--- src/rtl/cache_pkg.sv ---
//============================================================================
// cache_pkg : shared types and address-field width helpers for cache_sa_ctrl
// Revision  : 1.0 - initial release
//============================================================================
`default_nettype none

package cache_pkg;

    typedef enum logic [2:0] {
        S_IDLE      = 3'd0,
        S_LOOKUP    = 3'd1,
        S_WRITEBACK = 3'd2,
        S_REFILL    = 3'd3,
        S_RESPOND   = 3'd4
    } state_t;

    localparam int BYTE_OFF_W  = 2;
    localparam int TAG_STORE_W = 32;

    function automatic int clog2_min1(input int n);
        return (n > 1) ? $clog2(n) : 1;
    endfunction

    function automatic int offset_width(input int words_per_block);
        return BYTE_OFF_W + $clog2(words_per_block);
    endfunction

    function automatic int index_width(input int num_sets);
        return $clog2(num_sets);
    endfunction

    function automatic int tag_width(input int addr_w, input int words_per_block,
                                     input int num_sets);
        return addr_w - offset_width(words_per_block) - index_width(num_sets);
    endfunction

    // Tag field is stored zero-extended so one struct type serves any geometry.
    typedef struct packed {
        logic                   valid;
        logic                   dirty;
        logic [TAG_STORE_W-1:0] tag;
    } line_meta_t;

endpackage

`default_nettype wire

--- src/rtl/cache_lru.sv ---
//============================================================================
// cache_lru : per-set age-based LRU tracker (touch port + victim query)
// Revision  : 1.0 - initial release
//============================================================================
`default_nettype none

module cache_lru
    import cache_pkg::*;
#(
    parameter int NUM_SETS = 4,
    parameter int NUM_WAYS = 2
) (
    input  logic                            clk,
    input  logic                            reset,
    input  logic                            touch_en,
    input  logic [clog2_min1(NUM_SETS)-1:0] touch_set,
    input  logic [clog2_min1(NUM_WAYS)-1:0] touch_way,
    input  logic [clog2_min1(NUM_SETS)-1:0] query_set,
    output logic [clog2_min1(NUM_WAYS)-1:0] victim_way
);

    localparam int WAY_W = clog2_min1(NUM_WAYS);

    logic [WAY_W-1:0] age [NUM_SETS][NUM_WAYS];
    logic [WAY_W-1:0] best_age;

    always_ff @(posedge clk) begin
        if (reset) begin
            for (int s = 0; s < NUM_SETS; s++) begin
                for (int w = 0; w < NUM_WAYS; w++) begin
                    age[s][w] <= WAY_W'(w);
                end
            end
        end else if (touch_en) begin
            for (int w = 0; w < NUM_WAYS; w++) begin
                if (WAY_W'(w) == touch_way) begin
                    age[touch_set][w] <= '0;
                end else if (age[touch_set][w] < age[touch_set][touch_way]) begin
                    age[touch_set][w] <= age[touch_set][w] + 1'b1;
                end
            end
        end
    end

    // Ages form a permutation, so the oldest way is the unique maximum.
    always_comb begin
        victim_way = '0;
        best_age   = '0;
        for (int w = 0; w < NUM_WAYS; w++) begin
            if (age[query_set][w] > best_age) begin
                best_age   = age[query_set][w];
                victim_way = WAY_W'(w);
            end
        end
    end

endmodule

`default_nettype wire

--- src/rtl/cache_sa_ctrl.sv ---
//============================================================================
// cache_sa_ctrl : set-associative write-back, write-allocate cache controller
//                 with LRU replacement. Define CACHE_STATS_EN for hit/miss
//                 counters.
// Revision      : 1.0 - initial release
//============================================================================
`default_nettype none

module cache_sa_ctrl
    import cache_pkg::*;
#(
    parameter int ADDR_W          = 10,
    parameter int WORD_W          = 32,
    parameter int WORDS_PER_BLOCK = 4,
    parameter int NUM_SETS        = 4,
    parameter int NUM_WAYS        = 2
) (
    input  logic                              clk,
    input  logic                              reset,
    input  logic                              cpuReq,
    input  logic                              isRead,
    input  logic [ADDR_W-1:0]                 address,
    input  logic [WORD_W-1:0]                 writeData,
    output logic                              cpuReady,
    output logic [WORD_W-1:0]                 readData,
    output logic                              isHit,
    output logic                              memReq,
    output logic                              isMemRead,
    output logic [ADDR_W-1:0]                 memAddress,
    output logic [WORD_W*WORDS_PER_BLOCK-1:0] memWriteData,
    input  logic [WORD_W*WORDS_PER_BLOCK-1:0] memReadData,
    input  logic                              memReady
`ifdef CACHE_STATS_EN
    ,
    output logic [15:0]                       hitCount,
    output logic [15:0]                       missCount
`endif
);

    localparam int OFF_W   = offset_width(WORDS_PER_BLOCK);
    localparam int IDX_W   = index_width(NUM_SETS);
    localparam int TAG_W   = tag_width(ADDR_W, WORDS_PER_BLOCK, NUM_SETS);
    localparam int WSEL_W  = OFF_W - BYTE_OFF_W;
    localparam int WAY_W   = clog2_min1(NUM_WAYS);
    localparam int BLOCK_W = WORD_W * WORDS_PER_BLOCK;

    state_t                   state;
    logic                     req_read;
    logic [ADDR_W-1:BYTE_OFF_W] req_addr;
    logic [WORD_W-1:0]        req_wdata;
    logic [WAY_W-1:0]         way_r;

    line_meta_t               meta     [NUM_SETS][NUM_WAYS];
    logic [BLOCK_W-1:0]       data_mem [NUM_SETS][NUM_WAYS];

    logic [WSEL_W-1:0]        req_word;
    logic [IDX_W-1:0]         req_index;
    logic [TAG_W-1:0]         req_tag;
    logic [ADDR_W-1:0]        req_block_addr;

    logic                     hit;
    logic [WAY_W-1:0]         hit_way;
    logic                     inv_found;
    logic [WAY_W-1:0]         inv_way;
    logic [WAY_W-1:0]         lru_victim;
    logic [WAY_W-1:0]         victim_way;
    line_meta_t               victim_meta;
    logic [BLOCK_W-1:0]       hit_block;
    logic                     unused_addr_lsbs;

    assign unused_addr_lsbs = ^address[BYTE_OFF_W-1:0];

    assign req_word       = req_addr[OFF_W-1:BYTE_OFF_W];
    assign req_index      = req_addr[OFF_W+IDX_W-1:OFF_W];
    assign req_tag        = req_addr[ADDR_W-1:OFF_W+IDX_W];
    assign req_block_addr = {req_addr[ADDR_W-1:OFF_W], {OFF_W{1'b0}}};

    // Hit search plus lowest-index invalid way, both over the addressed set.
    always_comb begin
        hit       = 1'b0;
        hit_way   = '0;
        inv_found = 1'b0;
        inv_way   = '0;
        for (int w = 0; w < NUM_WAYS; w++) begin
            if (!hit && meta[req_index][w].valid &&
                meta[req_index][w].tag == TAG_STORE_W'(req_tag)) begin
                hit     = 1'b1;
                hit_way = WAY_W'(w);
            end
            if (!inv_found && !meta[req_index][w].valid) begin
                inv_found = 1'b1;
                inv_way   = WAY_W'(w);
            end
        end
    end

    assign victim_way  = inv_found ? inv_way : lru_victim;
    assign victim_meta = meta[req_index][victim_way];
    assign hit_block   = data_mem[req_index][hit_way];

    cache_lru #(
        .NUM_SETS (NUM_SETS),
        .NUM_WAYS (NUM_WAYS)
    ) u_lru (
        .clk        (clk),
        .reset      (reset),
        .touch_en   (state == S_RESPOND),
        .touch_set  (req_index),
        .touch_way  (way_r),
        .query_set  (req_index),
        .victim_way (lru_victim)
    );

    always_ff @(posedge clk) begin
        if (reset) begin
            state        <= S_IDLE;
            req_read     <= 1'b0;
            req_addr     <= '0;
            req_wdata    <= '0;
            way_r        <= '0;
            cpuReady     <= 1'b0;
            readData     <= '0;
            isHit        <= 1'b0;
            memReq       <= 1'b0;
            isMemRead    <= 1'b0;
            memAddress   <= '0;
            memWriteData <= '0;
            for (int s = 0; s < NUM_SETS; s++) begin
                for (int w = 0; w < NUM_WAYS; w++) begin
                    meta[s][w] <= '0;
                end
            end
        end else begin
            cpuReady <= 1'b0;
            case (state)
                S_IDLE: begin
                    if (cpuReq) begin
                        req_read  <= isRead;
                        req_addr  <= address[ADDR_W-1:BYTE_OFF_W];
                        req_wdata <= writeData;
                        state     <= S_LOOKUP;
                    end
                end
                S_LOOKUP: begin
                    if (hit) begin
                        way_r    <= hit_way;
                        cpuReady <= 1'b1;
                        isHit    <= 1'b1;
                        readData <= hit_block[req_word*WORD_W +: WORD_W];
                        state    <= S_RESPOND;
                    end else begin
                        way_r  <= victim_way;
                        memReq <= 1'b1;
                        if (victim_meta.valid && victim_meta.dirty) begin
                            isMemRead    <= 1'b0;
                            memAddress   <= {victim_meta.tag[TAG_W-1:0], req_index,
                                             {OFF_W{1'b0}}};
                            memWriteData <= data_mem[req_index][victim_way];
                            state        <= S_WRITEBACK;
                        end else begin
                            isMemRead    <= 1'b1;
                            memAddress   <= req_block_addr;
                            memWriteData <= '0;
                            state        <= S_REFILL;
                        end
                    end
                end
                S_WRITEBACK: begin
                    if (memReady) begin
                        isMemRead    <= 1'b1;
                        memAddress   <= req_block_addr;
                        memWriteData <= '0;
                        state        <= S_REFILL;
                    end
                end
                S_REFILL: begin
                    if (memReady) begin
                        memReq            <= 1'b0;
                        isMemRead         <= 1'b0;
                        memAddress        <= '0;
                        meta[req_index][way_r] <= '{valid: 1'b1, dirty: 1'b0,
                                                    tag: TAG_STORE_W'(req_tag)};
                        cpuReady          <= 1'b1;
                        isHit             <= 1'b0;
                        readData          <= memReadData[req_word*WORD_W +: WORD_W];
                        state             <= S_RESPOND;
                    end
                end
                S_RESPOND: begin
                    if (!req_read) begin
                        meta[req_index][way_r].dirty <= 1'b1;
                    end
                    state <= S_IDLE;
                end
                default: state <= S_IDLE;
            endcase
        end
    end

    // Block storage carries no reset; only metadata decides what is live.
    always_ff @(posedge clk) begin
        if (!reset) begin
            if (state == S_REFILL && memReady) begin
                data_mem[req_index][way_r] <= memReadData;
            end else if (state == S_RESPOND && !req_read) begin
                data_mem[req_index][way_r][req_word*WORD_W +: WORD_W] <= req_wdata;
            end
        end
    end

`ifdef CACHE_STATS_EN
    always_ff @(posedge clk) begin
        if (reset) begin
            hitCount  <= '0;
            missCount <= '0;
        end else if (state == S_RESPOND) begin
            if (isHit) begin
                if (hitCount != 16'hFFFF) hitCount <= hitCount + 16'd1;
            end else begin
                if (missCount != 16'hFFFF) missCount <= missCount + 16'd1;
            end
        end
    end
`endif

endmodule

`default_nettype wire
--- config.mk ---
export PLATFORM = sky130hd
export DESIGN_NAME = cache_sa_ctrl
export DESIGN_NICKNAME = d
export VERILOG_FILES = /design/src/rtl/cache_pkg.sv /design/src/rtl/cache_lru.sv /design/src/rtl/cache_sa_ctrl.sv
export SDC_FILE = /design/constraint.sdc
export NUM_CORES = 2
export LEC_CHECK = 0
export CAP_MARGIN = 5
export CORE_ASPECT_RATIO = 1.25
export CORE_UTILIZATION = 55
export DETAILED_ROUTE_END_ITERATION = 12
export GPL_TIMING_DRIVEN = 0
export PLACE_DENSITY_LB_ADDON = 0.25
export SLEW_MARGIN = 10
export SYNTH_ARGS = -nofsm -noshare
export SYNTH_HDL_FRONTEND = slang
export SYNTH_HIERARCHICAL = 1
export SYNTH_SLANG_ARGS = --single-unit
export TNS_END_PERCENT = 5
--- constraint.sdc ---
create_clock -name clk -period 8 [get_ports clk]
set_input_delay 2 -clock clk [delete_from_list [all_inputs] [get_ports clk]]
set_output_delay 2 -clock clk [all_outputs]
set_load 0.03 [all_outputs]
==> run_results.csv <==
group,metric,value,unit
run_status,status,"completed",
clock_tree,postCtsResizedCells,0,
power_and_ir_drop,seq_power_share,48.0,%
worst_setup_path,worst_r2r_endpoint,"readData[2]",
power_and_ir_drop,share_clk_of_total_power,37.8,%
worst_hold_path,holdCritStartpoint,"memAddress[4]",
sta,fin_ws,2.74,ns
drt,initialDrtViolationCount,7272,
floorplan,die_h,357,microns
worst_setup_path,worstSetupEndpointType,"flip-flop",
worst_setup_path,ws_path_type,"primary input to flip-flop",
sta,fmax,190,MHz
final_layout,synthToLayoutAreaGrowth,18.1,%
synthesis,synth_edf_count,1071,
power_and_ir_drop,net_switching_power,4190,uW
sta,report.final.hold_viol_count,0,
synthesis,synth_flop_cell,"edfxtp_1",
worst_setup_path,r2r.worst_path.cells,9,
floorplan,die_w,286,microns
floorplan,die_footprint,102000,sq um
drt,detailedRoute.firstPassIterationCount,9,
drt,drt-total-wl,198000,microns
sta,timing_worst_slew_pin_value,1.43,ns
sta,min_period_over_period,65.7,%
sta,setup-violations-final,0,
sta,timing.final.max_slew_violations,0,
synthesis,seq_area_frac_synth,66.3,%
clock_tree,cts.repair_timing.setup_buffer_count,0,
sta,min_period,5.26,ns
place,post-place-ws,2.21,ns
final_layout,fraction_of_layout_instances_using_a_drive_strength_above_1,18.4,%
global_route,grt_first_pass_wirelength,275000,microns
worst_setup_path,worstPathCellList,"clkdlybuf4s50_1, nor4_1, nand3_1, clkbuf_1, nor2b_1, nor2_4, buf_12",
floorplan,initial_util,55.7,%
synthesis,netlist_top_cells_count,"edfxtp_1, nand2_1, mux4_2, o21ai_0, dfxtp_1",
power_and_ir_drop,pwr_density_cell,239,nW/um^2
worst_setup_path,worst_setup_path_start_kind,"primary input",
drt,detail-route-antenna-nets,0,
synthesis,yosysUniqueCellTypes,55,
sta,fin_skew,0.0364,ns
synthesis,yosys.area.top_type,"edfxtp_1",
clock_tree,cts.root.buffer_cell,"clkbuf_16",
sta,finalSetupTns,0,ns
floorplan,fp-row-count,129,
clock_tree,cts_hold_repair.buffers,0,
worst_setup_path,reg2reg_slack,3.15,ns
worst_hold_path,min_to,"memAddress[4]",
power_and_ir_drop,combPwrFrac,14.2,%
worst_hold_path,hold_path_depth,2,
clock_tree,numCtsBuffers,120,
clock_tree,tritoncts_clock_tree,"built",
global_route,grt_start_max_net_pins,25,
synthesis,synth_async_sr_flop_share,0,%
flow_run,cap_viol_max_count,0,
final_layout,filler_cell_count_in_the_final_layout,7060,
place,count_of_buffers_inserted_at_the_top_level_ports,342,
worst_setup_path,worstPathMaxFanout,20,
global_route,grt_antenna_before_repair,20,
place,detailed_place_hpwl,145000,microns
clock_tree,cts.htree.levels,3,
clock_tree,clk_path_buf_depth,3,
drt,route.vias.total,39745,
synthesis,synth_top_cells_by_area,"edfxtp_1, mux4_2, dfxtp_1, mux2_2, nand2_1",
synthesis,synthDominantCellAreaShare,58.1,%
sta,rel_slew_slack,4.84,%
synthesis,synthesis.yosys.warnings,6,
clock_tree,clk_transition_reported_paths,0.06,ns
synthesis,yosysMostFrequentCell,"edfxtp_1",
global_route,globalRouteTotalUtil,38.7,%
global_route,first_global_vias,38389,
worst_hold_path,worst_min_delay_path_category,"flip-flop to flip-flop",
power_and_ir_drop,cell_internal_pwr,11400,uW
clock_tree,worst_skew_pair.late_latency,0.73,ns
synthesis,netlist_instances,3868,
place,gp_routability_congestion,1.01,
synthesis,number_of_register_bits_inferred_by_synthesis,1297,
floorplan,fp.coreArea,99400,sq um
worst_setup_path,cpPeakStageDelay,0.80,ns
worst_setup_path,timing.critical_path.arrival,5.66,ns
power_and_ir_drop,worst_ir_drop_vdd,0.209,mV
drt,drc_errors_left,0,
global_route,globalRoute.totalOverflow,0,
sta,rsz0062_at_grt,"no",
power_and_ir_drop,switching_share,26.9,%
synthesis,synth_area_per_cell,14.3,sq um
drt,route.detailed.wl_per_inst,34.2,microns
worst_setup_path,critical_path_origin,"reset",
worst_setup_path,worst_path_max_delay_cell,"clkdlybuf4s50_1",
floorplan,count_of_boundary_i_o_pins,349,
clock_tree,cts.sink_count,1297,
final_layout,finish.net_count,4547,
power_and_ir_drop,static-leakage-power,0.0212,uW
synthesis,syn_area,55400,sq um
drt,routed_via_density,6.86,
worst_setup_path,worst-endpoint-required,8.40,ns
sta,hold_slack,0.478,ns
final cells by class:
| cell class | instances | area (sq um) | area share, % |
|---|---|---|---|
| clock buffer | 160 | 3350 | 5.12 |
| clock inverter | 68 | 662 | 1.01 |
| buffer | 319 | 1390 | 2.13 |
| tap | 1310 | 1640 | 2.51 |
| timing repair buffer | 374 | 4070 | 6.23 |
| multi-input combinational | 2235 | 17500 | 26.7 |
| antenna | 13 | 32.5 | 0.0498 |
| inverter | 20 | 75.1 | 0.115 |
| sequential | 1297 | 36700 | 56.1 |
cell families after synthesis:
family          count (synthesis)  share of synthesized area [%]
xor+xnor                        8                          0.127
other cells                     1                        0.00677
compound gates                728                           7.97
flops                        1297                           66.3
mux                           466                           14.9
simple gates                 1024                           7.96
fa+ha+maj                       5                          0.113
buf+inv                       339                           2.64
metrics by stage:
stage | cells | total power, uW | utilization (%) | area [sq um]
final | 5796 | 15600 | 65.8 | 65400
after global routing | 5790 | 15800 | 65.7 | 65400
after CTS | 5783 | 15400 | 65.7 | 65300
after detailed placement | 5555 | 9720 | 61.7 | 61300
after global placement | 5523 | 9670 | 60.8 | 60400
after floorplan | 3871 | 8770 | - | 55400
how the worst max path moves through the flow:
stage | to | slack (ns) | cells past startpoint
4_1_cts | memWriteData[108] | 2.95 | 6
5_1_grt | data_mem[0][245] | 2.66 | 7
3_3_place_gp | data_mem[1][202] | -0.02 | 6
3_5_place_dp | memWriteData[108] | 2.21 | 6
6_report | data_mem[0][245] | 2.74 | 7
2_1_floorplan | data_mem[0][128] | 3.17 | 6
state kept, by name (all words and copies together) (netlist names), named ones only:
register / cells
u_lru/age: 8
isMemRead: 1
cpuReady: 1
memReq: 1
req_addr: 8
way_r: 1
data_mem: 1024
req_wdata: 32
meta: 48
req_read: 1
memWriteData: 128
state: 3
readData: 32
memAddress: 6
isHit: 1
power by group through the flow:
stage	Clock (uW)	Combinational [uW]	Sequential, uW
2_1_floorplan	0	1190	7580
3_3_place_gp	0	2060	7610
3_5_place_dp	0	2110	7610
4_1_cts	5860	2120	7470
5_1_grt	6120	2260	7470
6_report	5900	2210	7480
layout by cell type, fill, tap and decap left out, types with 6 or more instances in the layout:
cell type        instances
or2_2                   10
and3_1                  33
buf_12                  31
mux4_2                 269
a41oi_1                 22
nor2_1                 160
clkinv_2                27
clkbuf_16              124
buf_4                   21
nor3_1                   8
clkinv_1                12
a31oi_1                 68
edfxtp_1              1071
nor3b_1                  6
nand2b_1                13
clkbuf_8                11
buf_6                    7
clkbuf_1               236
a22o_1                  32
a22oi_1                128
bufinv_16               11
buf_1                   29
a41oi_2                 10
clkdlybuf4s50_1        342
clkinvlp_4               9
a21oi_1                189
inv_1                   20
nor2b_1                 14
dfxtp_1                226
mux2_2                 192
o21ai_0                265
diode_2                 13
nand2_1                556
buf_2                   48
nand4_1                 32
nand3_1                142
nor2_4                  32
critical path, delay by kind of cell:
| kind | cells | cell delay, ns |
|---|---|---|
| buffers and inverters | 3 | 1.54 |
| AND/OR/NAND/NOR | 4 | 2.08 |
per-layer routing:
metal	vias to the layer above	routed length [microns]	global-route usage [%]
met5	-	87	0
met2	3577	89600	59.9
met3	859	29200	12.1
met1	19389	63000	46.6
met4	12	16100	26.2
li1	15908	-	-
Power figures use the tool's default switching activity.
